<file path="src/rtl/ad_ip_jesd204_tpl_regmap_hub.sv">
// Up-bus hub: broadcasts master accesses to NUM_SLAVES sub-blocks and merges acks/data (REGMAP_HUB_ERR_STATUS_EN adds a local error-status register).
// Latency: up_*ack k+2 cycles after req for a sub-block ack k cycles after s_*req; TIMEOUT_CYCLES+1 on timeout; 2 for the local register.
// Backpressure: none; one outstanding access per engine, requests arriving while an engine is busy are dropped.
module ad_ip_jesd204_tpl_regmap_hub #(
    parameter int NUM_SLAVES     = 4,
    parameter int ADDR_WIDTH     = 11,
    parameter int TIMEOUT_CYCLES = 32,
    parameter int LOCAL_ADDR     = 'h7FF
) (
    input  logic                       up_clk,
    input  logic                       up_rstn,
    input  logic                       up_wreq,
    input  logic [ADDR_WIDTH-1:0]      up_waddr,
    input  logic [31:0]                up_wdata,
    output logic                       up_wack,
    input  logic                       up_rreq,
    input  logic [ADDR_WIDTH-1:0]      up_raddr,
    output logic [31:0]                up_rdata,
    output logic                       up_rack,
    output logic                       s_wreq,
    output logic [ADDR_WIDTH-1:0]      s_waddr,
    output logic [31:0]                s_wdata,
    input  logic [NUM_SLAVES-1:0]      s_wack,
    output logic                       s_rreq,
    output logic [ADDR_WIDTH-1:0]      s_raddr,
    input  logic [NUM_SLAVES*32-1:0]   s_rdata,
    input  logic [NUM_SLAVES-1:0]      s_rack,
    output logic                       up_err
);

    if (NUM_SLAVES < 1 || NUM_SLAVES > 64 || TIMEOUT_CYCLES < 2 || TIMEOUT_CYCLES > 255 ||
        LOCAL_ADDR < 0 || LOCAL_ADDR >= (1 << ADDR_WIDTH)) begin : g_bad_params
        $error("ad_ip_jesd204_tpl_regmap_hub: parameter out of range");
    end

    typedef enum logic [1:0] {ST_IDLE, ST_WAIT, ST_LOCL, ST_RESP} state_t;

    localparam logic [7:0]            CNT_LAST     = 8'(TIMEOUT_CYCLES - 1);
    localparam logic [NUM_SLAVES-1:0] ONE          = NUM_SLAVES'(1);
    localparam logic [31:0]           TIMEOUT_DATA = 32'hDEAD_DEAD;

    state_t      w_state, w_state_nxt;
    state_t      r_state, r_state_nxt;
    logic [7:0]  w_cnt, r_cnt;
    logic        w_local, r_local;
    logic        w_any, w_multi, r_any, r_multi;
    logic        w_timeout, w_multiack, r_timeout, r_multiack;
    logic [31:0] r_or_data;
    logic [31:0] r_resp_data;
    logic [31:0] status_data;

    // x & (x-1) clears the lowest set bit; anything left means two or more acks
    assign w_any   = |s_wack;
    assign w_multi = |(s_wack & (s_wack - ONE));
    assign r_any   = |s_rack;
    assign r_multi = |(s_rack & (s_rack - ONE));

    always_comb begin
        r_or_data = 32'd0;
        for (int i = 0; i < NUM_SLAVES; i++) begin
            r_or_data = r_or_data | s_rdata[i*32 +: 32];
        end
    end

`ifdef REGMAP_HUB_ERR_STATUS_EN
    localparam logic [ADDR_WIDTH-1:0] LOCAL_A = ADDR_WIDTH'(LOCAL_ADDR);

    logic [15:0] timeout_cnt, multiack_cnt;
    logic        cnt_clr;

    function automatic logic [15:0] sat_add(input logic [15:0] v, input logic [1:0] inc);
        logic [16:0] s;
        s = {1'b0, v} + {15'd0, inc};
        return s[16] ? 16'hFFFF : s[15:0];
    endfunction

    assign w_local     = (up_waddr == LOCAL_A);
    assign r_local     = (up_raddr == LOCAL_A);
    assign status_data = {timeout_cnt, multiack_cnt};
    // a local write clears in the cycle before its ack; the clear beats any concurrent error
    assign cnt_clr     = (w_state == ST_LOCL);

    always_ff @(posedge up_clk or negedge up_rstn) begin
        if (!up_rstn) begin
            timeout_cnt  <= 16'd0;
            multiack_cnt <= 16'd0;
        end else if (cnt_clr) begin
            timeout_cnt  <= 16'd0;
            multiack_cnt <= 16'd0;
        end else begin
            timeout_cnt  <= sat_add(timeout_cnt, {1'b0, w_timeout} + {1'b0, r_timeout});
            multiack_cnt <= sat_add(multiack_cnt, {1'b0, w_multiack} + {1'b0, r_multiack});
        end
    end
`else
    assign w_local     = 1'b0;
    assign r_local     = 1'b0;
    assign status_data = 32'd0;
`endif

    always_ff @(posedge up_clk or negedge up_rstn) begin
        if (!up_rstn) begin
            w_state <= ST_IDLE;
            r_state <= ST_IDLE;
        end else begin
            w_state <= w_state_nxt;
            r_state <= r_state_nxt;
        end
    end

    always_comb begin
        w_state_nxt = w_state;
        w_timeout   = 1'b0;
        w_multiack  = 1'b0;
        case (w_state)
            ST_IDLE: if (up_wreq) w_state_nxt = w_local ? ST_LOCL : ST_WAIT;
            ST_WAIT: begin
                if (w_any) begin
                    w_state_nxt = ST_RESP;
                    w_multiack  = w_multi;
                end else if (w_cnt >= CNT_LAST) begin
                    w_state_nxt = ST_RESP;
                    w_timeout   = 1'b1;
                end
            end
            ST_LOCL: w_state_nxt = ST_RESP;
            ST_RESP: w_state_nxt = ST_IDLE;
            default: w_state_nxt = ST_IDLE;
        endcase
    end

    always_comb begin
        r_state_nxt = r_state;
        r_timeout   = 1'b0;
        r_multiack  = 1'b0;
        r_resp_data = 32'd0;
        case (r_state)
            ST_IDLE: if (up_rreq) r_state_nxt = r_local ? ST_LOCL : ST_WAIT;
            ST_WAIT: begin
                if (r_any) begin
                    r_state_nxt = ST_RESP;
                    r_multiack  = r_multi;
                    r_resp_data = r_or_data;
                end else if (r_cnt >= CNT_LAST) begin
                    r_state_nxt = ST_RESP;
                    r_timeout   = 1'b1;
                    r_resp_data = TIMEOUT_DATA;
                end
            end
            ST_LOCL: begin
                r_state_nxt = ST_RESP;
                r_resp_data = status_data;
            end
            ST_RESP: r_state_nxt = ST_IDLE;
            default: r_state_nxt = ST_IDLE;
        endcase
    end

    // WAIT-cycle counters restart on every entry to WAIT and stick at 8'hFF
    always_ff @(posedge up_clk or negedge up_rstn) begin
        if (!up_rstn) begin
            w_cnt <= 8'd0;
            r_cnt <= 8'd0;
        end else begin
            if (w_state != ST_WAIT)   w_cnt <= 8'd0;
            else if (w_cnt != 8'hFF)  w_cnt <= w_cnt + 8'd1;
            if (r_state != ST_WAIT)   r_cnt <= 8'd0;
            else if (r_cnt != 8'hFF)  r_cnt <= r_cnt + 8'd1;
        end
    end

    always_ff @(posedge up_clk or negedge up_rstn) begin
        if (!up_rstn) begin
            s_wreq   <= 1'b0;
            s_waddr  <= '0;
            s_wdata  <= 32'd0;
            s_rreq   <= 1'b0;
            s_raddr  <= '0;
            up_rdata <= 32'd0;
            up_err   <= 1'b0;
        end else begin
            s_wreq <= (w_state == ST_IDLE) && up_wreq && !w_local;
            s_rreq <= (r_state == ST_IDLE) && up_rreq && !r_local;
            if ((w_state == ST_IDLE) && up_wreq && !w_local) begin
                s_waddr <= up_waddr;
                s_wdata <= up_wdata;
            end
            if ((r_state == ST_IDLE) && up_rreq && !r_local) begin
                s_raddr <= up_raddr;
            end
            // r_resp_data is zero except on the transition into RESP
            up_rdata <= r_resp_data;
            up_err   <= w_timeout | w_multiack | r_timeout | r_multiack;
        end
    end

    assign up_wack = (w_state == ST_RESP);
    assign up_rack = (r_state == ST_RESP);

endmodule

</file>
<file path="config.mk">
export PLATFORM = sky130hd
export DESIGN_NAME = ad_ip_jesd204_tpl_regmap_hub
export DESIGN_NICKNAME = d
export VERILOG_FILES = /design/src/rtl/ad_ip_jesd204_tpl_regmap_hub.sv
export SDC_FILE = /design/constraint.sdc
export NUM_CORES = 1
export LEC_CHECK = 0
export CORE_AREA = 10 10 122 124
export DETAILED_ROUTE_END_ITERATION = 12
export DIE_AREA = 0 0 132 134
export GPL_ROUTABILITY_DRIVEN = 0
export PLACE_DENSITY = 0.8
export SLEW_MARGIN = 20
export SYNTH_ARGS = -nofsm -noshare
export SYNTH_HDL_FRONTEND = slang
export SYNTH_SLANG_ARGS = --single-unit
</file>
<file path="constraint.sdc">
create_clock -name up_clk -period 2.3 [get_ports up_clk]
set_clock_uncertainty 0.15 [all_clocks]
set_input_delay 0.345 -clock up_clk [delete_from_list [all_inputs] [get_ports up_clk]]
set_output_delay 0.345 -clock up_clk [all_outputs]
set_load 0.02 [all_outputs]
</file>
* Word-level counts from Yosys, hierarchy flattened
Index checks and enable logic that the tools add are counted.
Word-level totals: bits in latches 0, memories kept 0, flip-flop bits (word level) 109, bits in writable memories 0, output and inout bits 91, ROM bits 0, logic and storage cells 76, input port bits 194
Cells by class: add/subtract/negate cells 4, div/mod/pow operators 0, shift operators 0, multiplexer cells 25, magnitude comparators 2, reduce and logical (&&, ||, !) cells 12, bitwise operators 8, multiply operators 0, equality and inequality tests 14
Operators by type and width (number):
- 32-bit two-way mux | 3
- 32-bit bitwise OR | 3
- 8-bit two-way mux | 4
- 8-bit by 1-bit adder with 8-bit output (second input constant) | 2
- 8-bit by 5-bit greater-or-equal comparator with 1-bit output (second input constant) | 2
- 8-bit != test (second input constant) | 2
- 2-bit case mux with 4 select lines | 2
- 4-bit OR reduction | 4
- 2-bit two-way mux | 6
- 1-bit two-way mux | 10
- 4-bit bitwise AND | 2
- 2-bit == test (second input constant) | 4
- 4-bit by 1-bit subtractor with 4-bit output (second input constant) | 2
- 3-bit != test (second input constant) | 2
- 2-bit by 1-bit == test with 1-bit output (second input constant) | 2
- 2-bit zero test | 2
- 2-bit by 1-bit != test with 1-bit output (second input constant) | 2
- 2-bit != test (second input constant) | 2
- 2-bit AND reduction | 2
- 2-bit nonzero test | 2
- 1-bit bitwise OR | 3
- 1-bit logical AND | 2

* Logic depth before layout (Yosys ltp)
word-level depth 8, mapped depth 6, gate-level depth less buffers 5

* Worst setup path after synthesis
Ideal clock, no wire load.
path kind input-to-reg, start point input s_rack[1], end point register up_rdata[10], setup time 137 ps, data arrival time 1516 ps, setup slack 497 ps, stages 5, data required time 2013 ps, cells stage by stage or4_1 buf_2 o31ai_4 buf_6 a21oi_1
On the way: word-level cells in the longest chain between the ends 3
RTL lines:
- start, declared | RTL line 27 | input logic [NUM_SLAVES-1:0] s_rack,
- 4-bit OR reduction | RTL line 55 | assign r_any = |s_rack;
- 32-bit two-way mux | RTL line 140 | if (r_any) begin
- 32-bit two-way mux | RTL line 137 | case (r_state)
- via r_resp_data[10] | RTL line 49 | logic [31:0] r_resp_data;
- end signal, assigned | RTL line 192 | up_rdata <= r_resp_data;
- end, declared | RTL line 18 | output logic [31:0] up_rdata,
The timed path passes the listed nets, and every way through them passes these cells. A chain may end at the register's enable or synchronous reset.

* Worst setup path after layout
start point register w_state[0], end point output up_wack
On the way: word-level cells in the longest chain between the ends 1
RTL lines:
- start, declared | RTL line 42 | state_t w_state, w_state_nxt;
- start signal, assigned | RTL line 106 | w_state <= w_state_nxt;
- 2-bit == test | RTL line 197 | assign up_wack = (w_state == ST_RESP);
- end, declared | RTL line 15 | output logic up_wack,
Every way passes these cells.

==> results <==
- The number of global-route vias before repair is 4544.
- The power density over the cells is 1140 nW/um^2.
- The total of buffers placed on input and output ports is 284.
- In the final layout, the share of cells above drive strength 1 is 0.135.
- The detailed router finished its first iteration with 172 violations.
- For the worst setup path, the data required time is 1800 ps.
- The cell sitting at the root of the clock tree is a sky130_fd_sc_hd__clkbuf_16.
- The commonest non-fill, non-tap cell in the layout is sky130_fd_sc_hd__clkdlybuf4s50_1.
- The clock drives 109 sinks.
- For this configuration, the core starts out at a cell density of 0.365.
- The peak ir drop on the vdd network is 0.359 mV.
- The kind of path behind the tightest hold check is in2async.
- The sort of element at the start of the critical path is a flip-flop.
- The number of buffer and inverter stages on the critical path is 1.
- The number of failing hold endpoints at the final stage is 0.
- The number of buffers created by CTS is 9.
- The run finished with clean final reports.
- The pre-antenna-repair detailed-routing pass consisted of 4 iterations.
- For this run, design rule violations remaining after detail routing come to 0.
- After detailed routing, the average wire length per cell comes to 19.6 um.
- Summed over all layers, the routed wires come to 16000 um.
- The critical path's largest stage delay is 610 ps.
- The largest fanout on the critical path is 4.
- The mean post-synth cell area is 13.0 um^2.
- After global routing the overflow that remains totals 0.
- The worst setup path is of the reg2out kind.
- At the pin with the least slew margin, the transition time is 424 ps.
- The count of buffers added by post-CTS timing repair for setup is 0.
- The width of the chip is 132 um.
- TritonCTS built the clock tree.
- The leakage power figure is 3.30 nW.
- Clock-pin slew was measured on the worst setup and hold paths at 70 ps.
- The synthesis-to-finish area growth is 74.6%.
- The relative slew slack is 0.717.
- The upper clock frequency limit is 498 MHz.
- Setup violations remaining at the end of the flow were counted as 0.
- The number of max-slew violations in the final report is 0.
- In the synthesized netlist, the number of instances is 350.
- Counting flops and latches in the post-synthesis netlist gives 109.
- Across every metal layer, demand over resource in global routing totals 0.177.
- The initial antenna violation count is 1.
- The final antenna-violating net count is 0.
- Once detailed placement completed, the half-perimeter wirelength came to 13600 um.
- The number of rows in the core area is 41.
- At the worst endpoint, the arrival time is 1510 ps.
- The clock tree synthesis step divided the H-tree into 3 levels.
- After detailed routing, the number of vias per cell comes to 4.86.
- The number of max-cap violations is 0.
- Setup repair after global routing left no endpoint under its margin.
- Adding up every negative setup slack in the final design gives 0 ps.
- The total area inside the core boundary comes to 12500 um^2.
- The share of the Yosys chip area taken by registers is 0.600.
- The number of different library cells used by synthesis comes to 38.
- The kind of capture point of the worst setup path is an output pin.
- The clock reaches the later pin of the worst-skew pair after 330 ps.
- The detailed-route via count is 3977.
- The clock tree buffer depth is 2.
- 285 I/O pins were placed.
- The dominant delay contributor by cell family on the critical path is buffers and inverters.
- The time the final worst path needs with I/O delays and setup is 2010 ps.
- The post-synth design cell area is 4540 um^2.
- Leaving out fill and tap cells, the most frequent cells in the layout are sky130_fd_sc_hd__clkdlybuf4s50_1, sky130_fd_sc_hd__dfrtp_1, sky130_fd_sc_hd__mux2_2.
- The final clock period utilization by the worst path is 0.874.
- After the last flow step, the layout net total stands at 846.
- The slowest stage of the critical path is the sky130_fd_sc_hd__clkdlybuf4s50_1 cell.
- The number of nets produced by synthesis is 554.
- The total die area is 17700 um^2.
- The first global-routing pass estimated 24900 um of wire.
- The maximum number of pins on one net before global-route repair is 57.
- Yosys printed 0 warnings.
- Measured along the y axis, the die boundary spans 134 um.
- The signal on the critical path passes through ha_1 > clkdlybuf4s50_1.
- The design draws 9.01 mW.
==> worst register-to-register path, delay by kind of cell (launching register included) <==
kind,cells,cell delay [ps]
adders and majority gates,1,320
AOI/OAI and AO/OA,1,300
muxes,1,380
buffers and inverters,1,80
and+or+nand+nor,1,200
DFF,1,390
==> final timing paths <==
kind                                 start            to  slack [ps]  cells after the start
worst max-delay path            w_state[0]       up_wack         290                      2
worst max register to register  w_state[1]    w_state[1]         370                      5
worst min-delay path               up_rstn   s_wdata[27]         340                      2
max in group asynchronous          up_rstn  up_rdata[22]        1020                      3
worst min register to register  s_wdata[1]    s_wdata[1]         350                      1
min in group up_clk             s_wdata[1]    s_wdata[1]         350                      1
==> layout make-up <==
| class | count | area (um^2) |
|---|---|---|
| fill | 969 | 4530 |
| timing repair buffer | 295 | 2960 |
| sequential | 109 | 2730 |
| multi-input combinational | 220 | 1720 |
| clock buffer | 11 | 253 |
| tap | 172 | 215 |
| inverter | 7 | 26.3 |
| clock inverter | 3 | 22.5 |
| antenna | 1 | 2.50 |
==> report_power, final <==
part | switching, mW | total (mW) | internal, mW
combinational | 2.12 | 4.46 | 2.33
clock | 0.647 | 1.43 | 0.782
sequential | 0.397 | 3.13 | 2.73
==> metal layers <==
| metal | wire length [um] | track usage | vias to the layer above |
|---|---|---|---|
| met4 | 332 | 0.0624 | 0 |
| met5 | 0 | 0 | - |
| met2 | 8650 | 0.332 | 189 |
| met3 | 1450 | 0.0698 | 18 |
| li1 | - | - | 1879 |
| met1 | 5620 | 0.174 | 1891 |
==> registers in the layout, indices dropped and copies added, names as in the netlist <==
name      flops
s_waddr      11
up_err        1
r_state       2
w_state       2
s_wdata      32
s_wreq        1
up_rdata     32
w_cnt         8
s_raddr      11
s_rreq        1
r_cnt         8
==> synth_stat cells <==
master / count / share of area
sky130_fd_sc_hd__dfrtp_1: 109 / 0.60
sky130_fd_sc_hd__mux2_2: 58 / 0.14
sky130_fd_sc_hd__nor4_1: 33 / 0.045
sky130_fd_sc_hd__a21oi_1: 28 / 0.031
sky130_fd_sc_hd__nand2_1: 16 / 0.013
sky130_fd_sc_hd__clkbuf_1: 10 / 0.0083
sky130_fd_sc_hd__ha_1: 10 / 0.028
sky130_fd_sc_hd__nor2_1: 10 / 0.0083
sky130_fd_sc_hd__mux2i_1: 8 / 0.018
sky130_fd_sc_hd__inv_1: 7 / 0.0058
sky130_fd_sc_hd__nor2b_1: 6 / 0.0083
sky130_fd_sc_hd__nand4_1: 5 / 0.0069
sky130_fd_sc_hd__nor3_1: 5 / 0.0055
sky130_fd_sc_hd__and4_1: 4 / 0.0077
sky130_fd_sc_hd__nand3_1: 4 / 0.0044
sky130_fd_sc_hd__a211oi_1: 3 / 0.0050
sky130_fd_sc_hd__a31oi_1: 3 / 0.0041
sky130_fd_sc_hd__nand2b_1: 3 / 0.0041
sky130_fd_sc_hd__a41oi_1: 2 / 0.0039
sky130_fd_sc_hd__and4b_1: 2 / 0.0044
sky130_fd_sc_hd__buf_2: 2 / 0.0022
sky130_fd_sc_hd__buf_6: 2 / 0.0050
sky130_fd_sc_hd__nor3b_1: 2 / 0.0033
sky130_fd_sc_hd__o211ai_1: 2 / 0.0033
sky130_fd_sc_hd__o21ai_0: 2 / 0.0022
sky130_fd_sc_hd__or3_1: 2 / 0.0028
sky130_fd_sc_hd__a2111o_1: 1 / 0.0025
sky130_fd_sc_hd__a22oi_1: 1 / 0.0017
sky130_fd_sc_hd__a31o_2: 1 / 0.0019
sky130_fd_sc_hd__and3_1: 1 / 0.0014
sky130_fd_sc_hd__maj3_1: 1 / 0.0022
sky130_fd_sc_hd__o211a_1: 1 / 0.0022
sky130_fd_sc_hd__o21bai_1: 1 / 0.0017
sky130_fd_sc_hd__o311a_1: 1 / 0.0022
sky130_fd_sc_hd__o31a_1: 1 / 0.0019
sky130_fd_sc_hd__o31ai_4: 1 / 0.0047
sky130_fd_sc_hd__or4_1: 1 / 0.0017
sky130_fd_sc_hd__or4b_2: 1 / 0.0022
==> per-stage QoR <==
step | instances | util | hold slack, ps | instance area (um^2) | setup WS, ps
finish | 818 | 0.636 | 335 | 7930 | 290
global route | 818 | 0.636 | 359 | 7930 | 210
CTS | 817 | 0.636 | 342 | 7930 | 245
detailed placement | 802 | 0.613 | 161 | 7640 | 4.07
global placement | 802 | 0.613 | 153 | 7640 | 40.7
floorplan | 350 | - | -101 | 4540 | 497
==> cell families after synthesis <==
kind of cell	Yosys count	synth area share
AO/OA/AOI/OAI	48	0.0680
buffers and inverters	21	0.0212
adder cells (fa/ha/maj)	11	0.0297
AND/OR/NAND/NOR	95	0.119
flip-flops	109	0.600
multiplexers	66	0.161
==> timing repair <==
action / in CTS / in global routing
hold buffers: 1 / 0
resized for setup: 0 / 0
endpoints found under the hold margin: 28 / 0
Note: power is estimated with default switching activity, not from simulation.
